**src/rtl/pipeline_hazard_ctrl.sv**
```systemverilog
// Hazard and stall sequencer for the five-stage pipeline: load-use stall,
// branch/jump redirect and flush, data-memory freeze with timeout, perf counters.
module pipeline_hazard_ctrl #(
  parameter int unsigned TIMEOUT = 16,
  parameter int unsigned CNT_W   = 16
) (
  input  logic             clk,
  input  logic             rst_n,
  input  logic [4:0]       id_rs,
  input  logic [4:0]       id_rt,
  input  logic             id_uses_rs,
  input  logic             id_uses_rt,
  input  logic             id_jump,
  input  logic             ex_memtoreg,
  input  logic [4:0]       ex_rd,
  input  logic             ex_branch_taken,
  input  logic             mem_req,
  input  logic             dmem_ready,
  output logic             pc_en,
  output logic             ifid_en,
  output logic             idex_en,
  output logic             exmem_en,
  output logic             ifid_flush,
  output logic             idex_flush,
  output logic             memwb_bubble,
  output logic [1:0]       pc_sel,
  output logic             stall,
  output logic             mem_err,
  output logic [CNT_W-1:0] stall_cnt,
  output logic [CNT_W-1:0] flush_cnt
);

  localparam int unsigned WCW = (TIMEOUT > 1) ? $clog2(TIMEOUT) : 1;
  localparam logic [WCW-1:0] WAIT_LAST = WCW'(TIMEOUT - 1);

  localparam logic [1:0] SEL_PC4    = 2'b00;
  localparam logic [1:0] SEL_BRANCH = 2'b01;
  localparam logic [1:0] SEL_JUMP   = 2'b10;

  typedef enum logic [1:0] {
    RUN,
    MEM_WAIT,
    ERROR
  } state_e;

  state_e           state_q, state_d;
  logic [WCW-1:0]   wait_cnt_q, wait_cnt_d;
  logic             mem_err_q, mem_err_d;
  logic [CNT_W-1:0] stall_cnt_q, stall_cnt_d;
  logic [CNT_W-1:0] flush_cnt_q, flush_cnt_d;

  logic freeze;
  logic load_use;
  logic rs_hit;
  logic rt_hit;

  assign freeze   = (state_q != ERROR) && mem_req && !dmem_ready;
  assign rs_hit   = id_uses_rs && (id_rs == ex_rd);
  assign rt_hit   = id_uses_rt && (id_rt == ex_rd);
  assign load_use = ex_memtoreg && (ex_rd != '0) && (rs_hit || rt_hit);

  // Outputs follow the state and inputs combinationally; reset overrides everything.
  always_comb begin
    pc_en        = 1'b1;
    ifid_en      = 1'b1;
    idex_en      = 1'b1;
    exmem_en     = 1'b1;
    ifid_flush   = 1'b0;
    idex_flush   = 1'b0;
    memwb_bubble = 1'b0;
    pc_sel       = SEL_PC4;
    stall        = 1'b0;
    if (!rst_n) begin
      pc_en        = 1'b0;
      ifid_en      = 1'b0;
      idex_en      = 1'b0;
      exmem_en     = 1'b0;
      ifid_flush   = 1'b1;
      idex_flush   = 1'b1;
      memwb_bubble = 1'b1;
    end else if (state_q == ERROR || freeze) begin
      pc_en        = 1'b0;
      ifid_en      = 1'b0;
      idex_en      = 1'b0;
      exmem_en     = 1'b0;
      memwb_bubble = 1'b1;
      stall        = 1'b1;
    end else if (ex_branch_taken) begin
      // Both younger instructions are wrong-path, so load-use and jump are moot.
      pc_sel     = SEL_BRANCH;
      ifid_flush = 1'b1;
      idex_flush = 1'b1;
    end else if (load_use) begin
      pc_en      = 1'b0;
      ifid_en    = 1'b0;
      idex_flush = 1'b1;
      stall      = 1'b1;
    end else if (id_jump) begin
      pc_sel     = SEL_JUMP;
      ifid_flush = 1'b1;
    end
  end

  always_comb begin
    state_d     = state_q;
    wait_cnt_d  = wait_cnt_q;
    mem_err_d   = mem_err_q;
    stall_cnt_d = stall_cnt_q;
    flush_cnt_d = flush_cnt_q;

    unique case (state_q)
      RUN: begin
        if (freeze) begin
          state_d    = MEM_WAIT;
          wait_cnt_d = '0;
        end
      end
      MEM_WAIT: begin
        if (freeze) begin
          if (wait_cnt_q == WAIT_LAST) begin
            state_d   = ERROR;
            mem_err_d = 1'b1;
          end else begin
            wait_cnt_d = wait_cnt_q + 1'b1;
          end
        end else begin
          state_d = RUN;
        end
      end
      ERROR: begin
        state_d = ERROR;
      end
      default: begin
        state_d = RUN;
      end
    endcase

    if (state_q != ERROR) begin
      if (stall && (stall_cnt_q != '1)) begin
        stall_cnt_d = stall_cnt_q + 1'b1;
      end
      if (ifid_flush && (flush_cnt_q != '1)) begin
        flush_cnt_d = flush_cnt_q + 1'b1;
      end
    end
  end

  always_ff @(posedge clk or negedge rst_n) begin
    if (!rst_n) begin
      state_q     <= RUN;
      wait_cnt_q  <= '0;
      mem_err_q   <= 1'b0;
      stall_cnt_q <= '0;
      flush_cnt_q <= '0;
    end else begin
      state_q     <= state_d;
      wait_cnt_q  <= wait_cnt_d;
      mem_err_q   <= mem_err_d;
      stall_cnt_q <= stall_cnt_d;
      flush_cnt_q <= flush_cnt_d;
    end
  end

  assign mem_err   = mem_err_q;
  assign stall_cnt = stall_cnt_q;
  assign flush_cnt = flush_cnt_q;

endmodule

```
**config.mk**
```make
export PLATFORM = sky130hd
export DESIGN_NAME = pipeline_hazard_ctrl
export DESIGN_NICKNAME = d
export VERILOG_FILES = /design/src/rtl/pipeline_hazard_ctrl.sv
export SDC_FILE = /design/constraint.sdc
export NUM_CORES = 1
export LEC_CHECK = 0
export BUFFER_PORTS_ARGS = -buffer_cell sky130_fd_sc_hd__buf_2
export CAP_MARGIN = 5
export CORE_UTILIZATION = 54
export CTS_CLUSTER_SIZE = 28
export DETAILED_ROUTE_END_ITERATION = 8
export PLACE_DENSITY = 0.84
export SLEW_MARGIN = 20
export SYNTH_ARGS = -nofsm -noshare
export SYNTH_HDL_FRONTEND = slang
export SYNTH_SLANG_ARGS = --single-unit
```
**constraint.sdc**
```tcl
create_clock -name clk -period 3.6 [get_ports clk]
set_input_delay 0.36 -clock clk [delete_from_list [all_inputs] [get_ports clk]]
set_output_delay 0.36 -clock clk [all_outputs]
set_load 0.01 [all_outputs]
```
---- Yosys cells after proc, flatten, opt, wreduce, memory -nomap -nowiden ----
Cells that the tools add are included.
cells by class
  add/sub/neg operators ................... 3
  multipliers ............................. 0
  div/mod/pow operators ................... 0
  $lt $le $gt $ge ......................... 0
  equal/unequal tests ..................... 12
  shift-type cells ........................ 0
  multiplexer cells ....................... 33
  bitwise gates (word level) .............. 0
  reduce and logical (&&, ||, !) cells .... 19
operators by type and width
  operator                 number
  $add A16 B1 Y16 const B  2
  $ne A16 B16 Y1 const B   2
  $mux W1                  20
  $mux W2                  8
  $mux W4                  3
  $eq A5 B5 Y1             2
  $logic_and A1 B1 Y1      8
  $ne A2 B2 Y1 const B     4
  $pmux W4 S2              1
  $pmux W2 S3              1
  $reduce_and A2 Y1        3
  $reduce_bool A5 Y1       1
  $add A4 B1 Y4 const B    1
  $eq A4 B4 Y1 const B     1
  $reduce_and A4 Y1        1
  $ne A3 B3 Y1 const B     1
  $reduce_and A3 Y1        1
  $eq A2 B1 Y1 const B     1
  $eq A2 B2 Y1 const B     1
  $logic_not A2 Y1         1
  $logic_or A1 B1 Y1       2
  $reduce_bool A2 Y1       1
  $logic_not A1 Y1         1
storage, ports and cells
  flip-flop bits (word level) ............. 39
  latch bits .............................. 0
  RAM bits ................................ 0
  memory bits (read-only) ................. 0
  input port bits ......................... 24
  logic and storage cells ................. 72
  memories kept ........................... 0

---- Longest topological paths before layout ----
  depth after elaboration ................. 10
  mapped depth ............................ 9
  mapped depth without buffers ............ 8

---- Least setup slack after synthesis ----
No wires, ideal clock.
  path type ............................... input -> output
  start ................................... input ex_rd[4]
  end ..................................... output idex_flush
  arrival ................................. 1.703 ns
  data required time ...................... 3.240 ns
  slack ................................... 1.537 ns
  cell stages on the path ................. 6
  path through ............................ xor2_1 > nor4_2 > a32oi_1 > or2_2 > and2_1 > o21ai_0
between the ends
  cells in the longest elaborated chain, start to end .. 8
  elaborated cells between the ends (all ways) .. 12
RTL lines
  item                                    line    RTL
  start, declared                         15      input logic [4:0] ex_rd,
  $eq A5 B5 Y1 (on tied branches)         58, 59
  $logic_and A1 B1 Y1 (on tied branches)  58, 59
  $logic_or A1 B1 Y1                      60      assign load_use = ex_memtoreg && (ex_rd != '0) && (rs_hit || rt_hit);
  $logic_and A1 B1 Y1 *                   60
  $mux W1 *                               93      end else if (load_use) begin
  $mux W1 *                               88      end else if (ex_branch_taken) begin
  $mux W1 *                               81      end else if (state_q == ERROR || freeze) begin
  $mux W1 *                               73      if (!rst_n) begin
  end, declared                           24      output logic idex_flush,
Every way passes the cells marked *; elsewhere a longest branch is shown, timed or not.

---- Worst setup path after layout ----
  start ................................... input ex_rd[4]
  end ..................................... output pc_sel[1]
between the ends
  cells in the longest elaborated chain, start to end .. 8
  elaborated cells between the ends (all ways) .. 12
RTL lines
  item                                    line    RTL
  $eq A5 B5 Y1 (on tied branches)         58, 59
  $logic_and A1 B1 Y1 (on tied branches)  58, 59
  $logic_or A1 B1 Y1                      60
  $logic_and A1 B1 Y1 *                   60
  $mux W2 *                               93
  $mux W2 *                               88
  $mux W2 *                               81
  $mux W2 *                               73
  end, declared                           26      output logic [1:0] pc_sel,
Marks and branches as above.

==> results summary <==
For this run, the slowest stage of the critical path takes 340 ps. The worst min-delay path category is in2async. STA classifies the critical path endpoint as an output port. The synthesized design spends more area on one cell type than any other, namely sky130_fd_sc_hd__dfrtp_1. The first global-routing pass estimated 7110 µm of wire. After clock tree synthesis, the clock-pin slew on the worst setup and hold paths is 70 ps. In the global route stage, overall resource usage came out at 22.8%. Clock tree synthesis selected as its root buffer the cell sky130_fd_sc_hd__clkbuf_8. The most used cell along the critical path is sky130_fd_sc_hd__buf_2. The initial detailed-routing violation count is 82. The required time at the endpoint of the critical path came out at 3240 ps. The die is 63.9 µm wide. The clock tree skew after final layout came out at 5.28 ps.

The worst setup path is of the in2out kind. Once the clock tree was built, the resizer swapped 0 gates to a different size. The share of Yosys cell area claimed by the top area cell type came out at 47.2%. Synthesis produced a netlist whose cell count is 196.

Tracing the worst setup path back leads to its startpoint at ex_rd[4]. The maximum number of pins on one net before global-route repair is 26. The arrival time at the worst endpoint is 1950 ps. The net count of the finished layout is 291. The reported leakage power came out at 1.26 nW. Dividing the final minimum period by the clock period gives 64.1%.

The number of hold buffers added after CTS was 0. In the final routed layout, each cell accounts on average for 13.5 µm. Relative to the synthesized area, the layout overhead comes to 21.1%. The slowest cell on the critical path is sky130_fd_sc_hd__or2_2. Yosys attributes the largest share of cell area to sky130_fd_sc_hd__dfrtp_1 (47%), sky130_fd_sc_hd__xnor2_1 (10%), sky130_fd_sc_hd__xor2_1 (6.8%), sky130_fd_sc_hd__nand2_1 (3.5%), sky130_fd_sc_hd__nand4_1 (3.3%). The number of global-route vias before repair is 1,587.

The worst setup path is launched from an input port. The end-of-flow core utilization is 68.4%. Before antenna repair, the detailed router went through 4 iterations. The number of levels the H-tree was split into is 2.

The placed cell area is 2420 µm². The count of flip-flops with a built-in enable after synthesis is 0. The share of cell area taken by muxes after synthesis is 1.09%.

The number of primary I/O pins came out at 67. Along the worst path, the maximum fanout reaches 3. The net switching share of the total power is 33.7%. The number of nets still failing antenna checks after routing is 0. The signal on the critical path passes through buf_2 > xor2_1 > nor4_2 > a32oi_1 > or2_2 > and2_1 > and3_1 > buf_2. The accumulated negative setup slack is 0 ps.

In the synthesized netlist the dominant register cell turns out to be sky130_fd_sc_hd__dfrtp_1. The clock power share is 24.1%. After detailed routing, the number of vias per cell comes to 5.47. The register-to-register setup slack is 1380 ps. In this run the tool buffered the top-level ports with 66 buffer cells. The synthesized flop and latch total is 39. The area of all placed cells without fillers is 2500 µm². The sequential share of power came out at 50.7%. The initial antenna violation count is 0. The HPWL after detailed placement is 3270 µm. The count of cells in the finished layout, fillers not included, comes to 313. The max-cap check violation count came out at 0. The number of buffers between clock root and the deepest sink is 2. The total nets after synthesis came out at 223. The number of slew-limit violations in the final report came out at 0.

For this block, the via count after detailed routing is 1,711. The cell count after placement is 305. The fill cell instance count of the final layout is 300. The total of endpoints with negative setup slack in the final report is 0. The CTS tree is yes.

The post-synthesis share of cell area spent on full adders, half adders and majority gates is 1.82%. The mapped netlist covers 2070 µm². The cell depth of the worst flop-to-flop path came out at 7. A synthesized cell averages 10.5 µm². The count of different cell masters after synthesis came out at 36. The hold slack came out at 44.6 ps.

The number of inserted diodes is 0. The final layout contains routed wiring with a total length of 4220 µm. The number of buffers added by the clock tree synthesis step is 5.

The count of final hold-check violations came out at 0. The analysis attributes to net switching a power of 0.000391 W. Power spread over the standard cell area amounts to 464 nW/µm².

The endpoint of the worst register-to-register path is stall_cnt[13]. The effective utilization at floorplan is 56.5%. The post-route netlist has 32.1% of its cells at a drive strength greater than 1. The max-slew headroom at the worst pin is 64.8%. The routability congestion estimate from global placement is 0.823.

The maximum vdd ir drop is 337 µV. The slew at the pin closest to its max-slew limit came out at 528 ps. The residual DRC count is 0. Combinational cells account for 25.1% of the total power. The synthesized-area fraction occupied by ao, oa, aoi and oai cells came out at 9.62%. The cell-internal power is 0.000771 W. The area of the core region came out at 3660 µm². The floorplan has 22 rows.

In this run the critical register-to-register path is launched from stall_cnt[2]. After Yosys synthesis, XOR and XNOR cells account for 16.9% of the synthesized area. After synthesis, the largest family of logic cells by area is simple AND/OR/NAND/NOR gates. The die extent in y came out at 63.9 µm. Clock tree synthesis found a total of 39 sinks. Setup repair after global routing left no endpoint under its margin. After synthesis, the share of flip-flops with an asynchronous set or reset is 100%. The simple-gate share of the synthesized area is 20.2%. The overall overflow remaining after global route came out at 0. At the later pin of the worst-skew pair, clock insertion delay measures 290 ps. The Yosys warning count is 0. In this run the worst setup path terminates at pc_sel[1]. The die area came out at 4080 µm². The final critical delay including setup and external delays came out at 2310 ps. The sequential fraction of the synthesis area is 47.2%. The maximum clock frequency is 433 MHz. The flow ran to the end, and the final reports show no timing, DRC or antenna violations.

The buffer count from post-CTS setup fixing came out at 0.
-- state kept, by name, summed over array words and instances (netlist names) --
register,cells
flush_cnt,16
stall_cnt,16
wait_cnt_q,4
state_q,2
mem_err,1
-- worst max-delay path, delay by kind of cell --
family,cells,cell delay [ps]
and+or+nand+nor,4,940
buffers and inverters,2,260
xor gates and xnor gates,1,170
AOI/OAI and AO/OA,1,210
-- how the worst min path moves through the flow --
stage                     cells past startpoint   from           end  slack [ps]
after CTS                                     1  rst_n  flush_cnt[5]          50
after detailed placement                      1  rst_n  flush_cnt[1]         370
after global placement                        1  rst_n  flush_cnt[1]         370
after global routing                          1  rst_n  flush_cnt[5]          70
final                                         1  rst_n  flush_cnt[4]          40
after floorplan                               0  rst_n  flush_cnt[0]          60
-- kinds of logic after synthesis --
logic type               after synthesis
flip-flops                            39
buffers and inverters                 11
XOR/XNOR                              40
AND/OR/NAND/NOR                       78
adder cells (fa/ha/maj)                3
multiplexers                           2
AO/OA/AOI/OAI                         23
-- synth_stat cells, types with 2 or more instances --
cell type,instances
sky130_fd_sc_hd__ha_1,3
sky130_fd_sc_hd__o21ai_0,4
sky130_fd_sc_hd__a22o_1,4
sky130_fd_sc_hd__nand2b_1,2
sky130_fd_sc_hd__buf_6,2
sky130_fd_sc_hd__a21oi_1,5
sky130_fd_sc_hd__mux2_2,2
sky130_fd_sc_hd__nor4_2,2
sky130_fd_sc_hd__or2_2,2
sky130_fd_sc_hd__clkbuf_1,2
sky130_fd_sc_hd__dfrtp_1,39
sky130_fd_sc_hd__and3_1,6
sky130_fd_sc_hd__nor2_1,9
sky130_fd_sc_hd__buf_4,2
sky130_fd_sc_hd__xor2_1,16
sky130_fd_sc_hd__nand3_1,13
sky130_fd_sc_hd__and4_1,4
sky130_fd_sc_hd__inv_1,5
sky130_fd_sc_hd__nand2_1,19
sky130_fd_sc_hd__nor3_1,6
sky130_fd_sc_hd__nand4_1,11
sky130_fd_sc_hd__xnor2_1,24
-- metal layers --
metal | vias to the layer above | routed length [µm] | track usage, %
met3 | 9 | 245 | 6.25
met1 | 821 | 1830 | 27.9
met5 | - | 0 | 0
met4 | 0 | 106 | 11.4
met2 | 59 | 2040 | 37.0
li1 | 822 | - | -
-- layout by cell type, fill, tap and decap left out, drive strengths merged, types with 9 or more instances in the layout --
cell    n
buf    67
dfrtp  39
nand2  19
nand3  13
nand4  11
nor2    9
xnor2  24
xor2   16
-- power groups by stage --
stage	logic [W]	clock network, W	registers [W]
finish	0.000292	0.000281	0.000590
global route	0.000327	0.000309	0.000601
CTS	0.000295	0.000286	0.000588
detailed placement	0.000293	0	0.000597
global placement	0.000287	0	0.000594
floorplan	0.000152	0	0.000613
-- per-stage QoR --
stage | worst slack (ps) | power [W]
floorplan | 1540 | 0.000765
global placement | 1290 | 0.000881
detailed placement | 1230 | 0.000890
CTS | 1270 | 0.00117
global route | 1190 | 0.00124
finish | 1290 | 0.00116
-- layout make-up --
| type | count | area (µm²) | share of cell area (%) |
|---|---|---|---|
| inverter | 5 | 18.8 | 0.750 |
| multi-input combinational | 146 | 1030 | 41.0 |
| clock buffer | 5 | 68.8 | 2.75 |
| timing repair buffer | 67 | 338 | 13.5 |
| clock inverter | 3 | 15.0 | 0.600 |
| sequential | 39 | 976 | 39.0 |
| tap | 48 | 60.1 | 2.40 |
Note: power is estimated with default switching activity, not from simulation.
